===== src/rtl/serial_alu_seq.sv =====
// Bit-serial ALU sequencer: streams two operands LSB-first through an external
// B-operand mux and an internal full adder, one bit per clock.
module serial_alu_seq #(
  parameter int WIDTH = 8
) (
  input  logic             clk,
  input  logic             rst,
  input  logic             start,
  input  logic [2:0]       op_code,
  input  logic [WIDTH-1:0] a,
  input  logic [WIDTH-1:0] b,
  output logic             op2,
  output logic [2:0]       opsel,
  input  logic             B,
  output logic             busy,
  output logic             done,
  output logic [WIDTH-1:0] result,
  output logic             carry,
  output logic             zero,
  output logic             err
);

  localparam int CW = $clog2(WIDTH);
  localparam logic [CW-1:0] LAST = CW'(WIDTH - 1);

  typedef enum logic [1:0] {IDLE, RUN, DONE} state_t;

  state_t           state_q, state_d;
  logic [WIDTH-1:0] a_sr_q, a_sr_d;
  logic [WIDTH-1:0] b_sr_q, b_sr_d;
  logic [WIDTH-1:0] r_sr_q, r_sr_d;
  logic [2:0]       opsel_q, opsel_d;
  logic             c_q, c_d;
  logic [CW-1:0]    cnt_q, cnt_d;
  logic [WIDTH-1:0] result_q, result_d;
  logic             carry_q, carry_d;
  logic             zero_q, zero_d;
  logic             err_q, err_d;

  logic sum_bit;
  logic carry_out;
  logic cin;

  always_ff @(posedge clk or posedge rst) begin
    if (rst) begin
      state_q  <= IDLE;
      a_sr_q   <= '0;
      b_sr_q   <= '0;
      r_sr_q   <= '0;
      opsel_q  <= 3'b000;
      c_q      <= 1'b0;
      cnt_q    <= '0;
      result_q <= '0;
      carry_q  <= 1'b0;
      zero_q   <= 1'b0;
      err_q    <= 1'b0;
    end else begin
      state_q  <= state_d;
      a_sr_q   <= a_sr_d;
      b_sr_q   <= b_sr_d;
      r_sr_q   <= r_sr_d;
      opsel_q  <= opsel_d;
      c_q      <= c_d;
      cnt_q    <= cnt_d;
      result_q <= result_d;
      carry_q  <= carry_d;
      zero_q   <= zero_d;
      err_q    <= err_d;
    end
  end

  // Carry-in seeds the serial adder; ADDC chains the previous completed carry.
  always_comb begin
    cin = 1'b0;
    case (op_code)
      3'b001:  cin = 1'b1;
      3'b100:  cin = 1'b1;
      3'b110:  cin = carry_q;
      default: cin = 1'b0;
    endcase
  end

  assign sum_bit   = a_sr_q[0] ^ B ^ c_q;
  assign carry_out = (a_sr_q[0] & B) | (a_sr_q[0] & c_q) | (B & c_q);

  always_comb begin
    state_d  = state_q;
    a_sr_d   = a_sr_q;
    b_sr_d   = b_sr_q;
    r_sr_d   = r_sr_q;
    opsel_d  = opsel_q;
    c_d      = c_q;
    cnt_d    = cnt_q;
    result_d = result_q;
    carry_d  = carry_q;
    zero_d   = zero_q;
    err_d    = 1'b0;

    case (state_q)
      IDLE: begin
        if (start) begin
          if (op_code == 3'b111) begin
            err_d = 1'b1;
          end else begin
            a_sr_d  = a;
            b_sr_d  = b;
            opsel_d = op_code;
            c_d     = cin;
            cnt_d   = '0;
            state_d = RUN;
          end
        end
      end
      RUN: begin
        c_d    = carry_out;
        r_sr_d = {sum_bit, r_sr_q[WIDTH-1:1]};
        a_sr_d = a_sr_q >> 1;
        b_sr_d = b_sr_q >> 1;
        cnt_d  = cnt_q + CW'(1);
        // Flags are published only here so they stay stable between operations.
        if (cnt_q == LAST) begin
          result_d = {sum_bit, r_sr_q[WIDTH-1:1]};
          carry_d  = carry_out;
          zero_d   = ({sum_bit, r_sr_q[WIDTH-1:1]} == '0);
          state_d  = DONE;
        end
      end
      DONE: begin
        state_d = IDLE;
      end
      default: begin
        state_d = IDLE;
      end
    endcase
  end

  assign op2    = b_sr_q[0];
  assign opsel  = opsel_q;
  assign busy   = (state_q != IDLE);
  assign done   = (state_q == DONE);
  assign result = result_q;
  assign carry  = carry_q;
  assign zero   = zero_q;
  assign err    = err_q;

endmodule

===== config.mk =====
export PLATFORM = sky130hd
export DESIGN_NAME = serial_alu_seq
export DESIGN_NICKNAME = d
export VERILOG_FILES = /design/src/rtl/serial_alu_seq.sv
export SDC_FILE = /design/constraint.sdc
export NUM_CORES = 1
export LEC_CHECK = 0
export CAP_MARGIN = 10
export CORE_MARGIN = 2
export CORE_UTILIZATION = 50
export DETAILED_ROUTE_END_ITERATION = 7
export PLACE_DENSITY = 0.79
export SYNTH_ARGS = -nofsm -noshare
export SYNTH_HDL_FRONTEND = slang
export SYNTH_SLANG_ARGS = --single-unit

===== constraint.sdc =====
create_clock -name clk -period 2.1 [get_ports clk]
set_clock_uncertainty 0.05 [all_clocks]
set_input_delay 0.525 -clock clk [delete_from_list [all_inputs] [get_ports clk]]
set_output_delay 0.525 -clock clk [all_outputs]
set_load 0.005 [all_outputs]

* After elaboration in Yosys (flattened, before gate mapping) *
Index checks and enable logic that the tools add are counted.
Widths: inputs -> output; s select.

storage, ports and cells
  register bits = 44
  bits in latches = 0
  bits in writable memories = 0
  bits in read-only memories = 0
  bits of input ports = 23
  output and inout port bits = 17
  memories = 0

operators by class
  $add $sub $neg = 1
  multiply operators = 0
  div/mod/pow operators = 0
  order comparisons = 0
  equality and inequality tests = 10
  shift-type cells = 0
  multiplexer cells = 20
  bitwise logic cells = 8
  reductions and logical operators = 9

operators with widths
  operator             count
  $mux 8               4
  $pmux 8 s2           2
  $eq 3x3->1 const B   4
  $reduce_and 3->1     3
  $logic_not 8->1      1
  $mux 2               3
  $mux 3               2
  $ne 2x2->1 const B   3
  $pmux 3 s2           1
  $mux 1               5
  $pmux 1 s2           2
  $pmux 2 s2           1
  $reduce_bool 2->1    2
  $add 3x1->3 const B  1
  $and 1x1->1          3
  $eq 3x1->1 const B   1
  $eq 2x1->1 const B   1
  $eq 2x2->1 const B   1
  $logic_not 2->1      1
  $or 1x1->1           2
  $reduce_and 2->1     1
  $reduce_or 2->1      1
  $xor 1x1->1          2
  $not 1->1            1

* Depth between registers and ports, before layout *
  depth in word-level cells = 6
  depth in mapped cells = 6
  gate-level depth less buffers = 5

* Worst setup path after synthesis *
No wires, ideal clock.

  path kind = register to register
  from = register cnt_q[0]
  to = register result_q[0], in the netlist result[0]
  library setup time = 0.125 ns
  data arrival time = 1.555 ns
  required time = 1.925 ns
  setup slack = 0.371 ns
  cell stages (with the launch flop) = 6
  path buffers = 1
  clock period less this slack = 1.729 ns
  cells stage by stage = dfrtp_1 ha_1 ha_1 nand3b_1 clkbuf_1 mux2_2

on the way
  cells in the longest elaborated chain, start to end = 2

ends and longest elaborated chain
  what                        line  RTL
  from (decl)                 34    logic [CW-1:0] cnt_q, cnt_d;
  from (signal assigned)      64    cnt_q <= cnt_d;
  $eq 3x3->1                  121   if (cnt_q == LAST) begin
  $reduce_and 2->1 (no line)  n/a
  to (signal assigned)        65    result_q <= result_d;
  to (decl)                   35    logic [WIDTH-1:0] result_q, result_d;

No other way between the ends.
A chain may end at the register's enable or synchronous reset.

* Worst setup path in the final report *
  from = register state_q[1]
  to = output port busy

on the way
  cells in the longest elaborated chain, start to end = 1

ends and longest elaborated chain
  what                    line  RTL
  from (decl)             28    state_t state_q, state_d;
  from (signal assigned)  58    state_q <= state_d;
  $reduce_bool 2->1       139   assign busy = (state_q != IDLE);
  to (decl)               15    output logic busy,

No other way between the ends.

==> run metrics <==
ranking of synthesized cells by area=dfrtp_1, mux2_2, a222oi_1, inv_1, o221a_2; vias in the first global route=1396; Rel. slew slack=62.61%; vias per cell=5.353; largest net degree at the start of global routing=44; Antenna diodes=0; count leader, synth=dfrtp_1; Max clock buf depth=2; crit path kind=flop to output port; synth cell count leaders=dfrtp_1, inv_1, mux2_2; drt first pass iters=6; Tcrit/Tclk final=98.04%; mapped cell area=between 1500 and 2000 um2; worst endpoint required time=about 1.5 ns; Worst Hold Path EP=cnt_q[0]; Hold Vio Cnt, Final=0; number of I/O pins=40; post-synth top area share=58.42%; Worst Hold Path Cells=1; Hold Crit Start=cnt_q[0]; Die Height=around 65 um; FF-to-FF setup slack=around 0.29 ns; Max Slew Vio Count=0; Avg Cell Area, Syn=12.61 um2; status=complete, no violations; Post-synth EDFFs=0; Critical Path End Type=output port; Num CTS Buffers=5; Worst-Margin Slew=around 0.56 ns; # port buffers=39; H-tree levels=2; Pwr Total=3.562 mW; Wirelength per Cell=around 14 um; CP Max Fanout=6; Post-Route WL=3610 um; Synth Instances=~150; cts hold-fix bufs=0; CP Cell Sequence=or2_2 -> clkdlybuf4s50_1; # Max-Cap Violations=0; DRC=0; Post-synth ARST share=100.0%; Seq cells post-synth=43; largest vdd supply drop=around 0.00067 V; worst-case reg-to-reg path depth=4; Arrival @ worst endpoint=1.48 ns; gr usage total=19.83%; row cnt=22; post-route cell area=between 2000 and 2500 um2; first-pass GRT wire length=6251 um; Placer Congestion=0.8406; vias=approximately 1.3k; TritonCTS clock tree=built; fmax=485.7 MHz; initial antenna violation count=0; clk root buf=clkbuf_8; Seq/Total Area, Yosys=58.42%; post-synth top area cell=dfrtp_1; Hold Path Class=flop to flop; die outline width=64.69 um; worst skew pair latency=0.30 ns; Core Region=approximately 3600 um2; Finished Core Util=68.88%; Starting Density=a little over 50%; most common flop cell mapped by yosys=dfrtp_1; Total Nets Final=between 200 and 250; r2r startpoint=cnt_q[0]; placed instance area=2349 um2; share of cells above drive strength 1=24.88%; # fillers=264; Layout Cells excl Fill=roughly 250; Clk pin slew, worst setup/hold paths=0.08 ns; max incr delay on CP=0.46 ns; Ys Warns=0; Final min period=2.059 ns; Die ar.=4185 um2; total grt overflow=0; P_leak=1.139 nW; slowest library cell on the worst path=dfrtp_2; Setup TNS Final=0 ns; Power per Cell Area=1434 nW/um2; Final setup viols=0; First DRT Iteration DRCs=93; Sink Count=43; area added between synthesis and finish=34.85%; post-route ant nets=0; Startpoint Class=flop; DP HPWL=2672 um; r2r endpoint=result[2]; Post-Syn Nets=172; placed insts=239; Yosys cell types=30
worst max-delay path by stage:
stage | endpoint | startpoint
after floorplan | result[0] | cnt_q[0]
after detailed placement | opsel[2] | start
after global routing | busy | state_q[1]
after global placement | opsel[2] | start
final | busy | state_q[1]
after CTS | busy | state_q[0]
worst max-delay path: cells and delay by family (launching register included):
kind	cells	cell delay [ns]
buf+inv	1	0.44
flops	1	0.46
simple gates	1	0.29
logic make-up after synthesis:
family / Yosys count / share of synthesized area (%)
DFF: 43 / 58.42
AOI/OAI and AO/OA: 28 / 12.70
buffers and inverters: 28 / 6.658
and+or+nand+nor: 25 / 8.288
adders and majority gates: 3 / 2.445
muxes: 19 / 11.48
cell type report:
class / instances / area [um2] / area share (%)
clock buffers: 6 / 82.58 / 3.325
clock inverters: 2 / 35.03 / 1.411
inverters: 21 / 78.83 / 3.174
multi-input cells: 75 / 645.6 / 25.99
flip-flops and latches: 43 / 1079 / 43.43
well taps: 48 / 60.06 / 2.418
repair buffers: 54 / 503.0 / 20.25
timing repair:
| action | 4_1_cts | 5_1_grt |
|---|---|---|
| gates resized for setup | 0 | 2 |
| endpoints found under the setup margin | 0 | 1 |
| setup buffers | 0 | 2 |
| hold endpoints to repair | 0 | 0 |
layout by cell type, fill, tap and decap left out:
| cell | count |
|---|---|
| clkinv_2 | 1 |
| mux2_2 | 17 |
| nor3b_1 | 1 |
| fa_1 | 1 |
| and4b_4 | 1 |
| nor4_1 | 2 |
| or3b_1 | 1 |
| nand3b_1 | 1 |
| o22a_1 | 1 |
| dfrtp_1 | 41 |
| a222oi_1 | 8 |
| o21ai_0 | 5 |
| ha_1 | 2 |
| dfrtp_2 | 2 |
| o21ai_1 | 2 |
| buf_4 | 15 |
| a21oi_1 | 1 |
| inv_1 | 21 |
| nand3_1 | 1 |
| or2_1 | 1 |
| clkbuf_8 | 6 |
| o221a_2 | 5 |
| nor2_1 | 3 |
| nor2b_1 | 2 |
| clkdlybuf4s50_1 | 39 |
| o21bai_1 | 1 |
| nand2b_1 | 7 |
| a22o_1 | 4 |
| nor2b_2 | 1 |
| mux2i_1 | 2 |
| nand2_1 | 3 |
| or2_2 | 1 |
| bufinv_16 | 1 |
| a31oi_1 | 1 |
routing by layer:
layer	vias up	part of all wire, %	GRT usage [%]
li1	621	-	-
met1	663	43	24.07
met2	41	51	33.85
met3	8	4.7	5.729
met4	0	1.7	6.915
met5	-	0	0
through the flow:
stage          hold WS, ns  worst slack [ns]
2_1_floorplan       0.3961            0.3706
3_3_place_gp        0.4127          -0.01763
6_report            0.4469           0.04118
5_1_grt             0.4746         -0.009545
3_5_place_dp        0.4356          -0.06551
4_1_cts             0.4458          0.007151
sequential cells by signal, summed over array words and instances (netlist names):
signal / flops
a_sr_q: 8
b_sr_q: 8
result: 8
r_sr_q: 7
cnt_q: 3
opsel: 3
state_q: 2
c_q: 1
carry: 1
err: 1
zero: 1
where the power goes:
part	leakage (nW)	internal [mW]	switching (mW)
Sequential	0.510	1.22	0.230
Clock	0.0612	0.385	0.273
Combinational	0.568	0.886	0.565
No activity file was read; power rests on OpenSTA's default activity.
